File: config.mk
export PLATFORM = sky130hd
export DESIGN_NAME = tile_sequencer
export DESIGN_NICKNAME = d
export VERILOG_FILES = /design/src/rtl/tile_sequencer_pkg.sv /design/src/rtl/tile_lfsr.sv /design/src/rtl/tile_sequencer.sv
export SDC_FILE = /design/constraint.sdc
export NUM_CORES = 1
export LEC_CHECK = 0
export BUFFER_PORTS_ARGS = -buffer_cell sky130_fd_sc_hd__buf_2
export CORE_ASPECT_RATIO = 1.75
export CORE_MARGIN = 5
export CORE_UTILIZATION = 64
export CTS_BUF_LIST = sky130_fd_sc_hd__clkbuf_8
export DETAILED_ROUTE_END_ITERATION = 7
export GPL_TIMING_DRIVEN = 1
export PLACE_DENSITY_LB_ADDON = 0.15
export SLEW_MARGIN = 10
export SYNTH_ARGS = -nofsm -noshare
export SYNTH_HDL_FRONTEND = slang
export SYNTH_SLANG_ARGS = --single-unit
File: constraint.sdc
create_clock -name clk -period 3.3 [get_ports clk]
set_input_delay 0.33 -clock clk [delete_from_list [all_inputs] [get_ports clk]]
set_output_delay 0.33 -clock clk [all_outputs]
set_load 0.01 [all_outputs]
File: src/rtl/tile_sequencer_pkg.sv
`default_nettype none
// ============================================================================
//  Module      : tile_sequencer_pkg
//  Description : Shared constants for the tile sequencer: FSM state codes,
//                row-code width, empty-row code, LFSR tap mask and a
//                row-code to key-column one-hot helper.
//  Revision    : 1.0  initial release
// ============================================================================
package tile_sequencer_pkg;

    // Width of one row code (0 = empty, 1..4 = tile column)
    localparam int C_ROW_W = 3;

    localparam logic [C_ROW_W-1:0] C_ROW_EMPTY = 3'd0;

    // FSM state encodings (also exported on state_dbg)
    localparam logic [2:0] C_ST_IDLE      = 3'd0;
    localparam logic [2:0] C_ST_WAIT_TICK = 3'd1;
    localparam logic [2:0] C_ST_DRAW      = 3'd2;
    localparam logic [2:0] C_ST_RELEASE   = 3'd3;
    localparam logic [2:0] C_ST_ADVANCE   = 3'd4;
    localparam logic [2:0] C_ST_GAME_OVER = 3'd5;

    // Right-shifting Galois mask for x^8 + x^6 + x^5 + x^4 + 1
    localparam logic [7:0] C_LFSR_TAPS = 8'hB8;

    // Key pattern that correctly hits a row holding the given code
    function automatic logic [3:0] col_onehot(input logic [C_ROW_W-1:0] code);
        logic [3:0] mask;
        case (code)
            3'd1:    mask = 4'b0001;
            3'd2:    mask = 4'b0010;
            3'd3:    mask = 4'b0100;
            3'd4:    mask = 4'b1000;
            default: mask = 4'b0000;
        endcase
        return mask;
    endfunction

endpackage
`default_nettype wire

File: src/rtl/tile_lfsr.sv
`default_nettype none
// ============================================================================
//  Module      : tile_lfsr
//  Description : 8-bit right-shifting Galois LFSR with step enable and seed
//                load. Exposes its low OUT_W bits as the random draw.
//  Revision    : 1.0  initial release
// ============================================================================
module tile_lfsr
    import tile_sequencer_pkg::*;
#(
    parameter logic [7:0] SEED  = 8'hA5,
    parameter int         OUT_W = 2
) (
    input  logic             clk,
    input  logic             resetn,
    input  logic             i_load,
    input  logic             i_step,
    output logic [OUT_W-1:0] o_bits
);

    logic [7:0] r_lfsr;
    logic [7:0] w_lfsr_nx;

    // One Galois step: shift right, fold the tap mask in when a 1 falls out
    always_comb begin
        w_lfsr_nx = {1'b0, r_lfsr[7:1]} ^ (r_lfsr[0] ? C_LFSR_TAPS : 8'h00);
    end

    // Seed on reset or load request, otherwise advance when asked
    always_ff @(posedge clk) begin
        if (!resetn) begin
            r_lfsr <= SEED;
        end else if (i_load) begin
            r_lfsr <= SEED;
        end else if (i_step) begin
            r_lfsr <= w_lfsr_nx;
        end
    end

    assign o_bits = r_lfsr[OUT_W-1:0];

endmodule
`default_nettype wire

File: src/rtl/tile_sequencer.sv
`default_nettype none
// ============================================================================
//  Module      : tile_sequencer
//  Description : Game-level sequencer feeding the row display controller.
//                Paces draws on a frame tick, scrolls the row queue, spawns
//                pseudo-random rows, resolves key hits against the bottom
//                row, keeps the score and flags game over.
//                NUM_ROWS must be at least 2.
//  Revision    : 1.0  initial release
// ============================================================================
module tile_sequencer
    import tile_sequencer_pkg::*;
#(
    parameter int unsigned FRAME_DIV  = 833334,
    parameter int unsigned ROW_HEIGHT = 40,
    parameter int unsigned NUM_ROWS   = 4,
    parameter logic [7:0]  LFSR_SEED  = 8'hA5
) (
    input  logic                  clk,
    input  logic                  resetn,
    input  logic                  start,
    input  logic [3:0]            key_press,
    input  logic                  all_done,
    output logic                  startdraw,
    output logic [5:0]            offset,
    output logic [3*NUM_ROWS-1:0] rows,
    output logic [7:0]            score,
    output logic                  game_over,
    output logic [2:0]            state_dbg
);

    localparam int                 C_CNT_W   = (FRAME_DIV > 1) ? $clog2(FRAME_DIV) : 1;
    localparam logic [C_CNT_W-1:0] C_CNT_MAX = C_CNT_W'(FRAME_DIV - 1);
    localparam logic [5:0]         C_OFF_MAX = 6'(ROW_HEIGHT - 1);
    localparam int                 C_RW      = C_ROW_W * NUM_ROWS;

    logic [2:0]         r_state;
    logic [C_CNT_W-1:0] r_frame_cnt;
    logic               r_tick_pending;
    logic [5:0]         r_offset;
    logic [C_RW-1:0]    r_rows;
    logic [7:0]         r_score;

    logic               w_play;
    logic               w_wrap;
    logic [C_ROW_W-1:0] w_bottom;
    logic               w_key_any;
    logic               w_key_good;
    logic [C_RW-1:0]    w_rows_hit;
    logic [7:0]         w_score_hit;
    logic [1:0]         w_lfsr_bits;
    logic [C_ROW_W-1:0] w_new_code;
    logic               w_lfsr_step;
    logic [2:0]         w_state_nx;
    logic [5:0]         w_offset_nx;
    logic [C_RW-1:0]    w_rows_nx;
    logic [7:0]         w_score_nx;

    tile_lfsr #(
        .SEED  (LFSR_SEED),
        .OUT_W (2)
    ) u_lfsr (
        .clk    (clk),
        .resetn (resetn),
        .i_load (1'b0),
        .i_step (w_lfsr_step),
        .o_bits (w_lfsr_bits)
    );

    assign w_play = (r_state == C_ST_WAIT_TICK) || (r_state == C_ST_DRAW) ||
                    (r_state == C_ST_RELEASE)   || (r_state == C_ST_ADVANCE);
    assign w_wrap     = (r_frame_cnt == C_CNT_MAX);
    assign w_bottom   = r_rows[C_RW-1 -: C_ROW_W];
    assign w_key_any  = (key_press != 4'b0000);
    assign w_key_good = (w_bottom != C_ROW_EMPTY) && (key_press == col_onehot(w_bottom));
    assign w_new_code = {1'b0, w_lfsr_bits} + 3'd1;

    // Apply a correct hit first so the scroll and miss check see the cleared row
    always_comb begin
        w_rows_hit  = r_rows;
        w_score_hit = r_score;
        if (w_key_good) begin
            w_rows_hit[C_RW-1 -: C_ROW_W] = C_ROW_EMPTY;
            w_score_hit = (r_score == 8'hFF) ? r_score : r_score + 8'd1;
        end
    end

    // Next-state decision: start beats everything, a bad key beats the FSM
    always_comb begin
        w_state_nx  = r_state;
        w_offset_nx = r_offset;
        w_rows_nx   = r_rows;
        w_score_nx  = r_score;
        w_lfsr_step = 1'b0;
        if (start) begin
            w_state_nx  = C_ST_WAIT_TICK;
            w_offset_nx = '0;
            w_rows_nx   = '0;
            w_score_nx  = '0;
        end else if (w_play && w_key_any && !w_key_good) begin
            w_state_nx = C_ST_GAME_OVER;
        end else if (w_play) begin
            w_rows_nx  = w_rows_hit;
            w_score_nx = w_score_hit;
            case (r_state)
                C_ST_WAIT_TICK: if (r_tick_pending) w_state_nx = C_ST_DRAW;
                C_ST_DRAW:      if (all_done)       w_state_nx = C_ST_RELEASE;
                C_ST_RELEASE:   if (!all_done)      w_state_nx = C_ST_ADVANCE;
                C_ST_ADVANCE: begin
                    w_state_nx = C_ST_WAIT_TICK;
                    if (r_offset < C_OFF_MAX) begin
                        w_offset_nx = r_offset + 6'd1;
                    end else begin
                        w_offset_nx = '0;
                        w_lfsr_step = 1'b1;
                        if (w_rows_hit[C_RW-1 -: C_ROW_W] != C_ROW_EMPTY) begin
                            w_state_nx = C_ST_GAME_OVER;
                        end else begin
                            w_rows_nx = {w_rows_hit[C_RW-C_ROW_W-1:0], w_new_code};
                        end
                    end
                end
                default: ;
            endcase
        end
    end

    // Frame divider and single-entry tick latch; idle outside play
    always_ff @(posedge clk) begin
        if (!resetn) begin
            r_frame_cnt    <= '0;
            r_tick_pending <= 1'b0;
        end else if (start || !w_play) begin
            r_frame_cnt    <= '0;
            r_tick_pending <= 1'b0;
        end else begin
            r_frame_cnt <= w_wrap ? '0 : r_frame_cnt + C_CNT_W'(1);
            if ((r_state == C_ST_WAIT_TICK) && r_tick_pending) begin
                r_tick_pending <= 1'b0;
            end else if (w_wrap) begin
                r_tick_pending <= 1'b1;
            end
        end
    end

    // Game state registers
    always_ff @(posedge clk) begin
        if (!resetn) begin
            r_state  <= C_ST_IDLE;
            r_offset <= '0;
            r_rows   <= '0;
            r_score  <= '0;
        end else begin
            r_state  <= w_state_nx;
            r_offset <= w_offset_nx;
            r_rows   <= w_rows_nx;
            r_score  <= w_score_nx;
        end
    end

    assign startdraw = (r_state == C_ST_DRAW);
    assign game_over = (r_state == C_ST_GAME_OVER);
    assign state_dbg = r_state;
    assign offset    = r_offset;
    assign rows      = r_rows;
    assign score     = r_score;

endmodule
`default_nettype wire

Yosys cells after proc, flatten, opt, wreduce, memory -nomap -nowiden
Cells that the tools add are included.

storage, ports and cells
  register bits after elaboration = 58
  bits in latches = 0
  memory bits (writable) = 0
  memory bits (read-only) = 0
  memories kept = 0

cells by class
  add/subtract/negate cells = 4
  $mul = 0
  div/mod/pow operators = 0
  order comparisons = 1
  equality and inequality tests = 21
  shifts and indexed selects = 0
  multiplexer cells = 21
  bitwise logic cells = 6
  reductions and logical operators = 29

operator list
  kind                                                    count
  2-to-1 mux 12 bit                                       3
  2-to-1 mux 3 bit                                        8
  adder 20 x 1 -> 20 bit (second input constant)          1
  equality test 20 bit (second input constant)            1
  AND reduction 5 bit                                     4
  one-hot mux 4 bit (4 select lines)                      1
  equality test 3 x 2 -> 1 bit (second input constant)    4
  inequality test 4 x 3 -> 1 bit (second input constant)  3
  one-hot mux 3 bit (4 select lines)                      1
  equality test 3 bit (second input constant)             3
  inequality test 3 x 2 -> 1 bit (second input constant)  3
  nonzero test 3 bit                                      3
  OR reduction 3 bit                                      3
  adder 8 x 1 -> 8 bit (second input constant)            1
  equality test 8 bit (second input constant)             1
  2-to-1 mux 8 bit                                        1
  nonzero test 4 bit                                      2
  bitwise XOR 7 x 8 -> 8 bit                              1
  adder 6 x 1 -> 6 bit (second input constant)            1
  equality test 3 x 1 -> 1 bit (second input constant)    2
  less-than comparator 6 bit (second input constant)      1
  2-to-1 mux 1 bit                                        6
  2-to-1 mux 6 bit                                        1
  inequality test 2 bit (second input constant)           3
  other kinds (13)                                        24

Depth between registers and ports, before layout
  depth after elaboration = 12
  gate-level depth with buffers = 8
  depth with buffers taken out = 7

By module
From an unflattened synthesis, not the netlist that was laid out.

second synthesis, totals
  cell total of the unflattened synthesis = 335
  area, all modules = 2929.1 um^2

modules (own cells, without submodules)
  module          instances  cells an instance  area an instance (um^2)
  tile_sequencer  1          302                2596.2
  tile_lfsr       1          33                 332.8

Worst setup path after synthesis
OpenSTA, ideal clock, no wires.

  path kind = register to register
  from = register r_rows[9], in the netlist rows[9]
  to = register r_score[1], in the netlist score[1]
  library setup time = 116 ps
  data arrival time = 1800 ps
  path slack = 1384 ps
  cell stages (with the launch flop) = 7
  path buffers = 1
  cell sequence = dfxtp_1 or2_4 o32ai_4 o221ai_2 clkbuf_1 o211a_1 a31o_2

on the way
  word-level cells in the longest chain between the ends = 8
  elaborated cells between the ends (all ways) = 12
  those cells by class = eq/ne: 5; mux: 1; bitwise: 1; reduce/logical: 5

ends and longest elaborated chain
  element                                      RTL line                  text
  from (decl)                                  tile_sequencer.sv:41      logic [C_RW-1:0] r_rows;
  from (signal assigned)                       tile_sequencer.sv:156     r_rows <= w_rows_nx;
  equality test 3 bit (tied with other cells)  tile_sequencer_pkg.sv:30  case (code)
  one-hot mux 4 bit (4 select lines)           tile_sequencer_pkg.sv:30
  equality test 4 bit                          tile_sequencer.sv:75      assign w_key_good = (w_bottom != C_ROW_EMPTY) && (key_press == col_onehot(w_bottom));
  logical AND 1 bit *                          tile_sequencer.sv:75
  zero test 1 bit                              tile_sequencer.sv:100     end else if (w_play && w_key_any && !w_key_good) begin
  logical AND 1 bit                            tile_sequencer.sv:100
  inverter 1 bit (no line)                     --
  AND reduction 4 bit (no line) *              --
  to (signal assigned)                         tile_sequencer.sv:157     r_score <= w_score_nx;
  to (decl)                                    tile_sequencer.sv:42      logic [7:0] r_score;

Mark *: on every way between the ends. The rest lies on a longest branch, timed or not.
A chain may end at the register's enable or synchronous reset.

Worst setup path after layout
  from = register r_frame_cnt[7]
  to = register r_frame_cnt[11]

on the way
  word-level cells in the longest chain between the ends = 2
  elaborated cells between the ends (all ways) = 3
  those cells by class = add/sub: 1; eq/ne: 1; reduce/logical: 1

ends and longest elaborated chain
  element                                                         RTL line               text
  from (decl)                                                     tile_sequencer.sv:38   logic [C_CNT_W-1:0] r_frame_cnt;
  from (signal assigned)                                          tile_sequencer.sv:137  r_frame_cnt <= w_wrap ? '0 : r_frame_cnt + C_CNT_W'(1);
  branches (longest 2 deep; another with adder 20 x 1 -> 20 bit)  --

Several ways; the timed one is not identified.

==> metrics.md <==
| Metric | Value |
|---|---|
| Maxcap violations | `0` |
| YS warnings | `0` |
| Worst Path Arrival | `2.46 ns` |
| H-tree depth | `3` |
| I/O pin total | `39` |
| CP Cell Sequence | `or4b_2 > nor4_1 > or3_1 > nor2_1` |
| Via count | `2589` |
| Instance area after placement | `3099 um^2` |
| Clk_skew | `0.009888 ns` |
| CP endpoint kind | `register` |
| Synth Area in XOR/XNOR | `6.320%` |
| Ys async rst share | `0%` |
| Slew Limit Fails | `0` |
| Mapped Area | `2910 um^2` |
| Cells resized by post-CTS repair | `0` |
| Max clock buf depth | `2` |
| Post-route minimum period | `2.262 ns` |
| Core area | `4404 um^2` |
| Least-Margin Pin Slew | `1.028 ns` |
| RSZ-0062 raised after global routing | `false` |
| Setup TNS | `0 ns` |
| CTS clock-pin slew for the worst setup and hold paths | `0.07 ns` |
| Clock sink total | `58` |
| Worst reg2reg startpoint | `r_frame_cnt[7]` |
| Post-synth EDFFs | `0` |
| Design area | `3318 um^2` |
| Fmax | `442.1 MHz` |
| Status | `finished clean` |
| Vias in the first global route | `2399` |
| Fraction of layout cells with a size suffix above 1 | `17.84%` |
| PortBufs | `38` |
| Avg Synthesized Cell Area | `8.819 um^2` |
| Die X | `60.98 um` |
| Most common cell after layout, fill and taps aside | `dfxtp_1` |
| Largest family of logic cells by synthesized area | `simple AND/OR/NAND/NOR gates` |
| Final ANT Viol Nets | `0` |
| GRT overflow | `0` |
| Max stage delay on crit path | `0.67 ns` |
| Pwr Density | `452.7 nW/um^2` |
| Top delay family on crit path | `simple AND/OR/NAND/NOR gates` |
| Req. time, crit path | `3.50 ns` |
| Register area share after synthesis | `39.90%` |
| Crit path kind | `reg2reg` |
| Worst vdd ir | `359.0 uV` |
| Fillers | `354` |
| Diode count | `0` |
| Die Area | `6049 um^2` |
| Synthesis-to-finish area growth | `14.02%` |
| Synth Area in Simple Gates | `25.71%` |
| DRT iter0 DRCs | `104` |
| Mux share of post-synthesis cell area | `6.578%` |
| Crit Path Max Fanout | `20` |
| Std cell rows | `32` |
| Routability cong. | `0.8173` |
| First-pass GRT wire length | `10630 um` |
| Post-route DRC | `0` |
| Largest net degree at the start of global routing | `29` |
| Final setup vio count | `0` |
| CTS tree | `yes` |
| CTS Root Cell | `clkbuf_8` |
| Via/cell ratio | `6.150` |
| Routed WL | `6556 um` |
| Setup crit start | `r_frame_cnt[7]` |
| CP max-delay cell | `or4b_2` |
| Worst Hold Class | `in2reg` |
| Initial antenna violation count | `0` |
| DP HPWL | `4713 um` |
| Unique masters post-synth | `56` |
| Leakage | `1.242 nW` |
| # nets final | `378` |
| Skew-Pair Late Insertion Delay | `0.35 ns` |
| Cts hold-fix bufs | `0` |
| Total Routing Usage GR | `23.03%` |
| Final period util | `68.54%` |
| Compound-Gate Fraction of Synth Area | `16.25%` |
| Syn Inst Count | `330` |
| Post-CTS Setup Bufs | `0` |
| Hold violation total from the final report | `0` |
| Buf/Inv on CP | `0` |
| Adder-cell share of the synthesized area | `2.150%` |
| Yosys reg bits | `58` |
| TritonCTS Buffers | `9` |
| Startpoint Class | `register` |
| Net Count, Synth | `343` |
| Most frequent cells in the layout | `58 x dfxtp_1, 38 x buf_2, 37 x nand2_1, 32 x nor2_1, 22 x nand3_1` |
| Top_reg_cell synth | `dfxtp_1` |
| Drt first pass iters | `4` |
| Initial Util | `66.08%` |
| HP Start | `start` |
| Die H | `99.21 um` |
| WL per Instance | `15.57 um` |
| Max transition margin | `31.17%` |
==> where the power goes <==
part	total [W]	internal (W)	leakage, nW	switching [W]
registers	0.000707	0.000703	0.468	0.00000456
clock network	0.000728	0.000440	0.113	0.000288
logic	0.0000664	0.0000198	0.661	0.0000466
total	0.00150	0.00116	1.24	0.000340
==> flip-flops by register name (all words and copies together), names as in the netlist <==
register and cells:
rows 12, u_lfsr.r_lfsr 8, r_tick_pending 1, offset 6, state_dbg 3, score 8, r_frame_cnt 20
==> per-stage QoR <==
stage | std cells | setup WS, ns | power (W) | hold WS, ns | util [%]
floorplan | 330 | 1.384 | 0.0007702 | 0.4384 | -
detailed placement | 405 | 0.9646 | 0.0007890 | 0.4596 | 70.37
finish | 421 | 1.038 | 0.001502 | 0.3235 | 75.34
CTS | 421 | 1.033 | 0.001507 | 0.3224 | 75.34
global placement | 405 | 0.9965 | 0.0007881 | 0.4492 | 70.37
global route | 421 | 0.7714 | 0.001548 | 0.3347 | 75.34
==> kinds of logic (layout without fill, tap and decap cells) <==
| kind of cell | Yosys count | after routing |
|---|---|---|
| buf+inv | 20 | 60 |
| simple gates | 147 | 147 |
| mux | 19 | 19 |
| compound gates | 60 | 60 |
| fa+ha+maj | 5 | 5 |
| xor+xnor | 21 | 21 |
| flops | 58 | 58 |
==> layout make-up <==
cell class | instances | area [um^2] | area share (%)
Sequential cell | 58 | 1161 | 34.99
Multi-Input combinational cell | 252 | 1662 | 50.08
Timing Repair Buffer | 38 | 190.2 | 5.732
Tap cell | 51 | 63.81 | 1.923
Clock buffer | 10 | 137.6 | 4.148
Clock inverter | 6 | 81.33 | 2.451
Inverter | 6 | 22.52 | 0.6787
==> metal layers <==
layer,wire [um],GRT usage (%)
met1,2422,23.00
met2,3640,40.97
met3,291,6.104
met4,201,12.52
met5,0,0
==> synthesized netlist by cell type, types with 2 or more instances <==
| library cell | count | share of area (%) |
|---|---|---|
| nor3_1 | 8 | 1.4 |
| xor2_1 | 15 | 4.5 |
| mux2i_1 | 18 | 6.2 |
| nand4_1 | 5 | 1.1 |
| and3_1 | 5 | 1.1 |
| nand3_1 | 22 | 3.8 |
| o21ai_0 | 10 | 1.7 |
| a21oi_1 | 13 | 2.2 |
| nor4_1 | 3 | 0.64 |
| ha_1 | 5 | 2.1 |
| dfxtp_1 | 58 | 40 |
| o22a_1 | 2 | 0.60 |
| or3_1 | 6 | 1.3 |
| o21a_1 | 4 | 1.0 |
| o2111ai_1 | 3 | 0.90 |
| nand2_1 | 37 | 4.8 |
| or4_1 | 6 | 1.5 |
| nor2_1 | 32 | 4.1 |
| o221a_1 | 2 | 0.77 |
| nand4b_1 | 2 | 0.60 |
| inv_1 | 6 | 0.77 |
| o31a_1 | 2 | 0.60 |
| buf_2 | 3 | 0.52 |
| nand4bb_1 | 2 | 0.77 |
| a2111oi_0 | 2 | 0.60 |
| nand2b_1 | 3 | 0.64 |
| xnor2_1 | 6 | 1.8 |
| clkbuf_1 | 9 | 1.2 |
| o31ai_1 | 7 | 1.8 |
| nor2b_1 | 8 | 1.7 |
==> path summary, 6_finish.rpt <==
check                     end  slack (ns)  cells past startpoint
max           r_frame_cnt[11]        1.04                      4
min              state_dbg[0]        0.32                      2
max reg2reg   r_frame_cnt[11]        1.04                      4
min reg2reg  u_lfsr.r_lfsr[6]        0.46                      2
No activity file was read; power rests on OpenSTA's default activity.
